<file path="src/rtl/ls_pkg.sv">
`default_nettype none
// ============================================================================
// Module      : ls_pkg
// Description : Shared constants and next-count helper for the 74LS161/163/169
//               style counter models.
// Revision    : 1.0 - initial release
// ============================================================================
package ls_pkg;

    // Clear-mode selectors for the CLR_SYNC parameter.
    localparam int LS_CLR_SYNC  = 1;
    localparam int LS_CLR_ASYNC = 0;

    // Widest counter the helper below supports.
    localparam int LS_MAX_WIDTH = 16;

    // Next count value for a counter of 'width' bits cycling over 'modulus'
    // states. Counting up from the terminal value wraps to zero; an
    // out-of-range value keeps incrementing modulo 2**width. Counting down
    // from zero reloads modulus-1; anything else simply decrements.
    function automatic logic [15:0] ls_next_count(
        input logic [15:0] q,
        input logic        up,
        input logic [16:0] modulus,
        input int          width
    );
        logic [15:0] v_mask;
        logic [15:0] v_term;
        logic [15:0] v_next;
        v_mask = 16'((17'd1 << width) - 17'd1);
        v_term = 16'(modulus - 17'd1);
        if (up) begin
            if (q == v_term) begin
                v_next = 16'd0;
            end else begin
                v_next = (q + 16'd1) & v_mask;
            end
        end else begin
            if (q == 16'd0) begin
                v_next = v_term;
            end else begin
                v_next = q - 16'd1;
            end
        end
        return v_next;
    endfunction

endpackage
`default_nettype wire

</file>
<file path="src/rtl/ls_counter.sv">
`default_nettype none
// ============================================================================
// Module      : ls_counter
// Description : Parametrised synchronous counter covering the 74LS161/163/169
//               family. Chip-clock edges arrive as a one-cycle 'ce' strobe on
//               the system clock; 'rco' is combinational for cascading.
// Revision    : 1.0 - initial release
// ============================================================================
module ls_counter
    import ls_pkg::*;
#(
    parameter int WIDTH    = 4,
    parameter int MODULUS  = 2 ** WIDTH,
    parameter int CLR_SYNC = LS_CLR_SYNC,
    parameter int UPDOWN   = 0
) (
    input  logic             clk,
    input  logic             rst,
    input  logic             ce,
    input  logic             clr_n,
    input  logic             load_n,
    input  logic             enp,
    input  logic             ent,
    input  logic             up,
    input  logic [WIDTH-1:0] d,
    output logic [WIDTH-1:0] q,
    output logic             rco
);

    localparam logic [WIDTH-1:0] c_term_up = WIDTH'(MODULUS - 1);
    localparam logic [16:0]      c_modulus = 17'(MODULUS);

    logic [WIDTH-1:0] r_q;
    logic [WIDTH-1:0] w_q_vis;
    logic [WIDTH-1:0] w_q_next;
    logic [15:0]      w_q_ext;
    logic [15:0]      w_next_ext;
    logic             w_up;
    logic             w_clr_fire;
    logic             w_clr_mask;

    // Without the up/down option the counter always runs upward.
    assign w_up = up | (UPDOWN == 0);

    // Next value through the shared helper, which works on 16-bit values.
    assign w_q_ext    = 16'(r_q);
    assign w_next_ext = ls_next_count(w_q_ext, w_up, c_modulus, WIDTH);
    assign w_q_next   = w_next_ext[WIDTH-1:0];

    // Upper helper bits are always zero for narrower counters.
    generate
        if (WIDTH < LS_MAX_WIDTH) begin : g_hi_pad
            logic [LS_MAX_WIDTH-1-WIDTH:0] w_unused_hi;
            assign w_unused_hi = w_next_ext[LS_MAX_WIDTH-1:WIDTH];
        end
    endgenerate

    // 163-style clear waits for a chip clock; 161-style clear acts on every
    // system edge and also masks the output immediately.
    generate
        if (CLR_SYNC != LS_CLR_ASYNC) begin : g_clr_sync
            assign w_clr_fire = ce & ~clr_n;
            assign w_clr_mask = 1'b0;
        end else begin : g_clr_async
            assign w_clr_fire = ~clr_n;
            assign w_clr_mask = ~clr_n;
        end
    endgenerate

    // Count register: reset, clear, load, count, hold in priority order.
    always_ff @(posedge clk or posedge rst) begin
        if (rst) begin
            r_q <= '0;
        end else if (w_clr_fire) begin
            r_q <= '0;
        end else if (ce && !load_n) begin
            r_q <= d;
        end else if (ce && enp && ent) begin
            r_q <= w_q_next;
        end
    end

    // Visible count, zeroed at once while an asynchronous-style clear is held.
    assign w_q_vis = w_clr_mask ? '0 : r_q;
    assign q       = w_q_vis;

    // Ripple carry from the visible count; no ce gating so stages can chain.
    assign rco = ent & (w_up ? (w_q_vis == c_term_up) : (w_q_vis == '0));

endmodule
`default_nettype wire

</file>
<file path="config.mk">
export PLATFORM = sky130hd
export DESIGN_NAME = ls_counter
export DESIGN_NICKNAME = d
export VERILOG_FILES = /design/src/rtl/ls_pkg.sv /design/src/rtl/ls_counter.sv
export SDC_FILE = /design/constraint.sdc
export NUM_CORES = 1
export LEC_CHECK = 0
export ABC_AREA = 0
export BUFFER_PORTS_ARGS = -buffer_cell sky130_fd_sc_hd__buf_2
export CAP_MARGIN = 20
export CORE_AREA = 2 2 39 41
export DETAILED_ROUTE_END_ITERATION = 8
export DIE_AREA = 0 0 41 43
export HOLD_SLACK_MARGIN = 0.06
export MAX_ROUTING_LAYER = met4
export PLACE_DENSITY_LB_ADDON = 0.25
export SLEW_MARGIN = 20
export SYNTH_ARGS = -nofsm -noshare
export SYNTH_HDL_FRONTEND = slang
export SYNTH_SLANG_ARGS = --single-unit
</file>
<file path="constraint.sdc">
create_clock -name clk -period 2.3 [get_ports clk]
set_input_delay 0.23 -clock clk [delete_from_list [all_inputs] [get_ports clk]]
set_output_delay 0.23 -clock clk [all_outputs]
set_load 0.05 [all_outputs]
</file>
==> impl_metrics.ini, run 1 <==
[yosys]
netlist_top_cells_count = nand2_1 (6), dfrtp_1 (4), o21ai_1 (3)
synth_top_area_share_pct = 35.71
synth_top_area_cell = dfrtp_1
synth-async-reset-ratio_pct = 100.0
yosysMostFrequentCell = nand2_1
synth_xor_area_share_pct = 0
synth-edff-count = 0
synth_area_um2 = 280.3
synthTopCellsByArea = dfrtp_1 (36%), nand2_1 (8.0%), o21ai_1 (5.4%), nor2b_4 (4.9%), ha_1 (4.5%)
yosysWarnings = 0
synth-compound-area-share_pct = 25.89
synthCells = 32
yosysSeqAreaShare_pct = 35.71
yosysUniqueCellTypes = 20
synthMuxAreaShare_pct = 3.571
ys.flop_type = dfrtp_1
synth-simple-area-share_pct = 27.68
synth_adder_area_share_pct = 4.464
synth_seq_cells = 4
synth_top_family_by_area = simple AND/OR/NAND/NOR gates
synth_nets = 45
syn_avg_cell_area_um2 = 8.758

[final_layout]
antenna_cells = 0
drive_gt1_share_pct = 39.22
area_delta_synth_final_pct = 45.54
fin_util_pct = 29.48
largest_register_ffs = 4
nNetsFinal = 66
layoutNonFillerInstCount = 67

[floorplanning]
die_width_um = 41
coreArea_um2 = 1384
die_h_um = 43
io_pins = 17
num_rows = 14
start_util_pct = 20.25
die_area_um2 = 1763

[grt]
grt_max_degree = 7
grt-ovfl-total = 0
grtUsageTotal_pct = 9.204
grt_pass1_wl_mm = 1.062
grt_pass1_vias = 295
antenna_found_initial = 0

[power]
swShare_pct = 33.38
p_sw_w = 0.00008078
p_leak_nw = 0.2127
p_seq_share_pct = 35.7
power_frac_comb_pct = 29.9
p_clk_share_pct = 34.4
power_density_nw_per_um2 = 593.4
p_int_w = 0.0001613
ir_drop_mv = 0.1931

[drt]
dr.pass1.iters = 4
vias = 314
viasPerCell = 4.687
drt-wirelength-per-cell_um = 10.25
drtIter0Drc = 6
wl_met3_um = 65
routed_wl_um = 687
met1_length_um = 282
drc = 0
wl_met2_um = 339
top_layer = met3
antenna_left = 0

[placement]
portBuffers = 15
place_ws_ns = 0.9866
place_congestion = 0.6269
dp_cells = 63
hpwlAfterDp_um = 576.3

[critical_path]
r2r_cells = 4
required_ns = 2.07
reg2reg_from = q[0]
crit_path_end_kind = output pin
critical_path_arrival_ns = 1.32
crit_fanout = 5
crit_type = reg -> out
cp-start-kind = flip-flop
r2r_slack_ns = 1.01
worstReg2RegEnd = q[3]

[timing]
setup_viol = 0
drv_slew = 0
tightest_slew_ns = 0.3766
fmax_mhz = 646.6
relSlewSlack_pct = 74.63
tns_ns = 0
finalCritPeriodShare_pct = 67.24
skew_ns = 0.0001634
rsz0062_at_grt = no
period_minus_slack_ns = 1.547
hold_violations = 0
final.setup.worst_slack_ns = 0.7535

[run]
maxCapViolations = 0

[clock_network]
ctsResizeCount = 0
ctsHoldBuffers = 1
cts_tree = done
cts_root_buffer = clkbuf_4
clk_pin_slew_ns = 0.03
clkLatencyLatePin_ns = 0.23
post-cts-setup-buffers = 0
numCtsBuffers = 3
cts_buffer_depth = 2
cts_sinks = 4
cts.htree.levels = 1

[worst_hold_path]
min_from = d[3]
hold_path_end = q[3]
hp-class = in -> reg
min_path_cells = 3

[outcome]
status = finished clean
[area by class of cell]
cell class | count | area, um^2
multi-input cells | 26 | 172.7
well taps | 16 | 20.02
repair buffers | 16 | 85.08
clock buffers | 3 | 22.52
flip-flops and latches | 4 | 100.1
inverters | 2 | 7.507
fillers | 162 | 975.9
[critical path, cell delays in order, from the launching register on]
cell	delay [ns]
dfrtp_1	0.40
ha_1	0.25
and4_2	0.23
buf_2	0.20
[power groups by stage]
| stage | Sequential, W | Clock (W) | Combinational, W |
|---|---|---|---|
| 6_report | 0.0000865 | 0.0000832 | 0.0000724 |
| 4_1_cts | 0.0000869 | 0.0000897 | 0.0000733 |
| 2_1_floorplan | 0.000111 | 0 | 0.0000234 |
| 5_1_grt | 0.0000886 | 0.0000889 | 0.0000790 |
| 3_5_place_dp | 0.0000877 | 0 | 0.0000720 |
| 3_3_place_gp | 0.0000877 | 0 | 0.0000722 |
[layer usage]
| metal | up-vias | GRT usage, % |
|---|---|---|
| li1 | 157 | - |
| met1 | 145 | 10.46 |
| met2 | 12 | 14.06 |
| met3 | 0 | 1.571 |
| met4 | 0 | 6.000 |
| met5 | - | - |
[logic make-up (layout without fill, tap and decap cells)]
kind of cell    count (synthesis)  after routing
simple gates                   13             13
compound gates                 11             11
flops                           4              4
buf+inv                         2             21
fa+ha+maj                       1              1
mux                             1              1
[worst max path at each step]
stage                     from  end  slack (ns)  cells past startpoint
after floorplan           q[0]  rco        0.75                      2
after CTS                 q[0]  rco        0.74                      3
final                     q[0]  rco        0.75                      3
after global routing      q[0]  rco        0.67                      3
after global placement    q[0]  rco        0.99                      3
after detailed placement  q[0]  rco        0.99                      3
[per-stage QoR]
| stage | cell area, um^2 | power [W] | hold WS, ns |
|---|---|---|---|
| finish | 407.9 | 0.0002420 | 0.2745 |
| global route | 407.9 | 0.0002565 | 0.2845 |
| CTS | 407.9 | 0.0002499 | 0.2657 |
| detailed placement | 375.4 | 0.0001598 | 0.1147 |
| global placement | 375.4 | 0.0001599 | 0.1143 |
| floorplan | 280.3 | 0.0001349 | -0.003918 |
[cell usage in the layout, fill, tap and decap left out]
cell type,synthesis,layout
and2_1,1,1
nand2_1,6,6
o21ai_0,2,2
nor3b_1,1,1
inv_1,2,2
ha_1,1,1
a21oi_1,1,1
and3_1,1,1
and4_2,1,1
o211ai_1,1,1
o21ai_1,3,3
clkbuf_4,0,3
a32oi_1,1,1
dlygate4sd3_1,0,1
nor2b_4,1,1
a2bb2oi_1,1,1
dfrtp_1,4,4
mux2i_1,1,1
a211o_1,1,1
buf_2,0,15
or2_0,1,1
a31o_1,1,1
nand3_1,1,1
No activity file was read; power rests on OpenSTA's default activity.
==> inputs of run 2 (changes only) <==
==> constraint.sdc (replaced) <==
create_clock -name clk -period 1.4 [get_ports clk]
set_input_delay 0.14 -clock clk [delete_from_list [all_inputs] [get_ports clk]]
set_output_delay 0.14 -clock clk [all_outputs]
set_load 0.05 [all_outputs]
==> run 2 against run 1 <==
  * Global-route usage increased by 0.20 points
  * Clock skew about the same
  * Non-clock buffer count increased by 1
  * Sequential share of layout area decreased by 1.0 points
  * Power increased by 70%
  * Largest cell class unchanged
  * Highest routed layer unchanged
==> impl_metrics.ini, run 2 (synthesis results as in run 1) <==
[outcome]
status = finished clean

[floorplanning]
start_util_pct = 20.25
die_area_um2 = 1763
die_width_um = 41
coreArea_um2 = 1384
die_h_um = 43
num_rows = 14
io_pins = 17

[final_layout]
largest_register_ffs = 4
layoutNonFillerInstCount = 68
area_delta_synth_final_pct = 55.80
final_common_cell = buf_2
drive_gt1_share_pct = 46.15
nNetsFinal = 67
antenna_cells = 0
final_cell_mix = buf_2 (14), nand2_1 (6), o21ai_1 (3), clkbuf_4 (3)

[critical_path]
crit_type = reg -> out
crit_path_end_kind = output pin
crit_family = flip-flops
critical_path_arrival_ns = 1.21
cp_slowest_cell = dfrtp_2
crit_fanout = 4
path_cells = ha_4 > and4_2 > buf_6
required_ns = 1.26
slowest_delay_ns = 0.43
crit_buf_inv = 1
cp-start-kind = flip-flop

[timing]
drv_slew = 0
finalCritPeriodShare_pct = 96.09
skew_ns = 0.0001896
fmax_mhz = 743.4
final.setup.worst_slack_ns = 0.05474
tns_ns = 0
tightest_slew_ns = 0.3714
setup_viol = 0
period_minus_slack_ns = 1.345
relSlewSlack_pct = 74.98
hold_violations = 0
rsz0062_at_grt = no

[clock_network]
numCtsBuffers = 3
cts_root_buffer = clkbuf_4
clkLatencyLatePin_ns = 0.23
cts.htree.levels = 1
cts_tree = done
cts_sinks = 4
clk_pin_slew_ns = 0.04
cts_buffer_depth = 2

[drt]
drc = 0
routed_wl_um = 702
viasPerCell = 4.456
drtIter0Drc = 4
drt-wirelength-per-cell_um = 10.32
antenna_left = 0
dr.pass1.iters = 2
vias = 303

[grt]
grtUsageTotal_pct = 9.401
grt_pass1_vias = 289
antenna_found_initial = 0
grt-ovfl-total = 0
grt_max_degree = 7
grt_pass1_wl_mm = 1.062

[placement]
hpwlAfterDp_um = 571.8
place_ws_ns = 0.1102
portBuffers = 15
place_congestion = 0.6116
dp_cells = 63

[worst_hold_path]
hp-class = in -> reg

[power]
ir_drop_mv = 0.3485
p_leak_nw = 0.2137
power_density_nw_per_um2 = 940.0

[run]
maxCapViolations = 0
-- run 2: cell type report --
| cell class | count | area [um^2] |
|---|---|---|
| well taps | 16 | 20.02 |
| multi-input cells | 26 | 185.2 |
| fillers | 154 | 947.2 |
| clock buffers | 3 | 22.52 |
| flip-flops and latches | 4 | 102.6 |
| inverters | 2 | 7.507 |
| repair buffers | 17 | 98.84 |
-- run 2: where the power goes --
| part | internal (W) | switching [W] |
|---|---|---|
| Clock | 0.0000955 | 0.0000418 |
| Combinational | 0.0000476 | 0.0000788 |
| Sequential | 0.000129 | 0.0000173 |
-- run 2: timing repair --
item / 4_1_cts / 5_1_grt
resized for setup: 3 / 1
setup endpoints to repair: 1 / 1
hold buffers: 1 / 0
hold endpoints to repair: 4 / 0
setup buffers: 0 / 1
-- run 2: worst paths after layout --
path | slack [ns] | startpoint | endpoint | depth (start not counted)
worst max-delay path | 0.05 | q[0] | rco | 3
worst min register to register | 0.56 | q[1] | q[1] | 2
min in group asynchronous | 0.33 | rst | q[2] | 3
max in group asynchronous | 0.91 | rst | q[0] | 3
worst min-delay path | 0.19 | d[3] | q[3] | 3
worst max register to register | 0.20 | q[0] | q[3] | 4
-- run 2: per-stage QoR --
stage	instance area, um^2	util, %	total power [W]	hold slack, ns
after global placement	377.9	27.31	0.0002640	0.02210
after CTS	419.2	30.29	0.0004136	0.1770
final	436.7	31.56	0.0004105	0.1897
after floorplan	282.8	-	0.0002231	-0.09405
after global routing	436.7	31.56	0.0004426	0.2012
after detailed placement	377.9	27.31	0.0002646	0.02444
-- run 2: metal layers --
metal / wire length (um) / vias to the layer above / GRT usage (%)
li1: - / 159 / -
met3: 37 / 0 / 1.571
met1: 312 / 134 / 10.42
met5: 0 / - / -
met4: 0 / 0 / 8.000
met2: 352 / 10 / 13.75
-- run 2: tightest hold or removal path, stage by stage --
cell and delay, ns:
buf_2 0.07, a32oi_1 0.10, nand2_1 0.07
==> inputs of run 3 (changes only) <==
--- a/config.mk
+++ b/config.mk
@@ -12,8 +12,8 @@
 export DETAILED_ROUTE_END_ITERATION = 8
 export DIE_AREA = 0 0 41 43
 export HOLD_SLACK_MARGIN = 0.06
-export MAX_ROUTING_LAYER = met4
 export PLACE_DENSITY_LB_ADDON = 0.25
+export SETUP_SLACK_MARGIN = 0.15
 export SLEW_MARGIN = 20
 export SYNTH_ARGS = -nofsm -noshare
 export SYNTH_HDL_FRONTEND = slang
==> run 3 against run 2 <==
  * Combinational power rose by 9.5%
  * Hold slack got worse by 0.024 ns
  * Core utilization up 1.6 points
  * Sequential power is essentially flat
  * Sequential cell count did not move
  * Wire length rose by 9.0%
  * Cell count is 2.9% higher
  * First-iteration DRC count shrank 50%
  * Register-to-register slack lost 0.05 ns
  * Global-route usage grew 1.3 points
  * Non-clock buffer count increased by 2
  * Largest power group unchanged
==> impl_metrics.ini, run 3 (synthesis results as in run 1) <==
[outcome]
status = finished clean

[critical_path]
worstReg2RegEnd = q[3]
r2r_slack_ns = 0.15
crit_fanout = 2
critical_path_arrival_ns = 1.13
crit_path_end_kind = output pin
crit_type = reg -> out
r2r_cells = 5
required_ns = 1.26
cp-start-kind = flip-flop
reg2reg_from = q[1]

[clock_network]
cts.htree.levels = 1
clkLatencyLatePin_ns = 0.23
cts_buffer_depth = 2
cts_sinks = 4
clk_pin_slew_ns = 0.04
cts_tree = done
cts_root_buffer = clkbuf_4
numCtsBuffers = 3

[grt]
grt_pass1_vias = 314
antenna_found_initial = 0
grt-ovfl-total = 0
grtUsageTotal_pct = 10.67
grt_pass1_wl_mm = 1.283
grt_max_degree = 7

[power]
power_density_nw_per_um2 = 918.2
p_int_w = 0.0002794
p_sw_w = 0.0001422
p_clk_share_pct = 32.7
fin_total_pwr_w = 0.0004216
ir_drop_mv = 0.7100
p_leak_nw = 0.2230
power_frac_comb_pct = 32.7
p_seq_share_pct = 34.6
swShare_pct = 33.73

[timing]
fmax_mhz = 789.0
finalCritPeriodShare_pct = 90.53
relSlewSlack_pct = 75.23
final.setup.worst_slack_ns = 0.1326
drv_slew = 0
hold_violations = 0
tightest_slew_ns = 0.3677
tns_ns = 0
rsz0062_at_grt = yes
skew_ns = 0.004270
period_minus_slack_ns = 1.267
setup_viol = 0

[floorplanning]
num_rows = 14
die_width_um = 41
die_h_um = 43
start_util_pct = 20.25
die_area_um2 = 1763
coreArea_um2 = 1384
io_pins = 17

[drt]
dr.pass1.iters = 2
antenna_left = 0
drt-wirelength-per-cell_um = 10.93
drtIter0Drc = 2
viasPerCell = 4.600
vias = 322
routed_wl_um = 765
drc = 0

[final_layout]
seqCellArea_um2 = 105.1
multiInputGateArea_um2 = 186.4
largest_register_ffs = 4
area_delta_synth_final_pct = 63.84
nNetsFinal = 69
final_cell_mix = buf_2 (14), nand2_1 (6), o21ai_1 (4), dfrtp_2 (4)
fin_area_um2 = 459.2
antenna_cells = 0
drive_gt1_share_pct = 51.85
fill_cells = 159
final_common_cell = buf_2

[worst_hold_path]
hold_path_end = q[3]
min_path_cells = 3
hp-class = in -> reg
min_from = d[3]

[run]
maxCapViolations = 0

[placement]
portBuffers = 15
place_congestion = 0.6967
place_ws_ns = 0.2232
post_dp_cell_area_um2 = 392.9
## run 3: critical path: stages, from the launching register on
cell and delay [ns]:
dfrtp_2 0.42, ha_4 0.17, and4_4 0.17, buf_8 0.14
## run 3: layout make-up
| class | count | share of cell area [%] |
|---|---|---|
| Clock buffer | 3 | 4.905 |
| Inverter | 2 | 1.635 |
| Multi-Input combinational cell | 26 | 40.60 |
| Sequential cell | 4 | 22.89 |
| Tap cell | 16 | 4.360 |
| Timing Repair Buffer | 19 | 25.61 |
## run 3: per-stage QoR
stage	util [%]	std cells	hold WS, ns
finish	33.18	70	0.1652
global route	33.18	70	0.1929
CTS	33.18	70	0.1674
detailed placement	28.39	63	0.02867
global placement	28.39	63	0.02729
floorplan	-	32	-0.09387
## run 3: how the worst max path moves through the flow
stage	startpoint	to	slack, ns	cells past startpoint
global placement	q[0]	q[3]	0.22	4
CTS	q[0]	rco	0.12	3
floorplan	q[0]	q[3]	0.14	4
finish	q[1]	rco	0.13	3
global route	q[1]	rco	0.10	3
detailed placement	q[0]	q[3]	0.22	4
## run 3: layer usage
metal	share of wire (%)	track usage [%]	up-vias	wire length (um)
li1	-	-	163	-
met1	45	14.94	147	341
met2	47	15.00	12	359
met3	8.4	6.283	0	64
met4	0	0	0	0
met5	0	0	-	0
## run 3: power groups by stage
stage | logic, W | registers [W] | clock network (W)
floorplan | 0.0000403 | 0.000189 | 0
detailed placement | 0.000121 | 0.000151 | 0
global route | 0.000154 | 0.000148 | 0.000150
global placement | 0.000120 | 0.000151 | 0
CTS | 0.000140 | 0.000146 | 0.000145
finish | 0.000138 | 0.000146 | 0.000138
## run 3: what timing repair did
item | 4_1_cts | 5_1_grt
resized for setup | 4 | 1
pin swaps | 2 | 1
setup buffers | 3 | 0
endpoints found under the hold margin | 4 | 0
hold buffers | 1 | 0
endpoints found under the setup margin | 1 | 4
gates cloned | 0 | 0
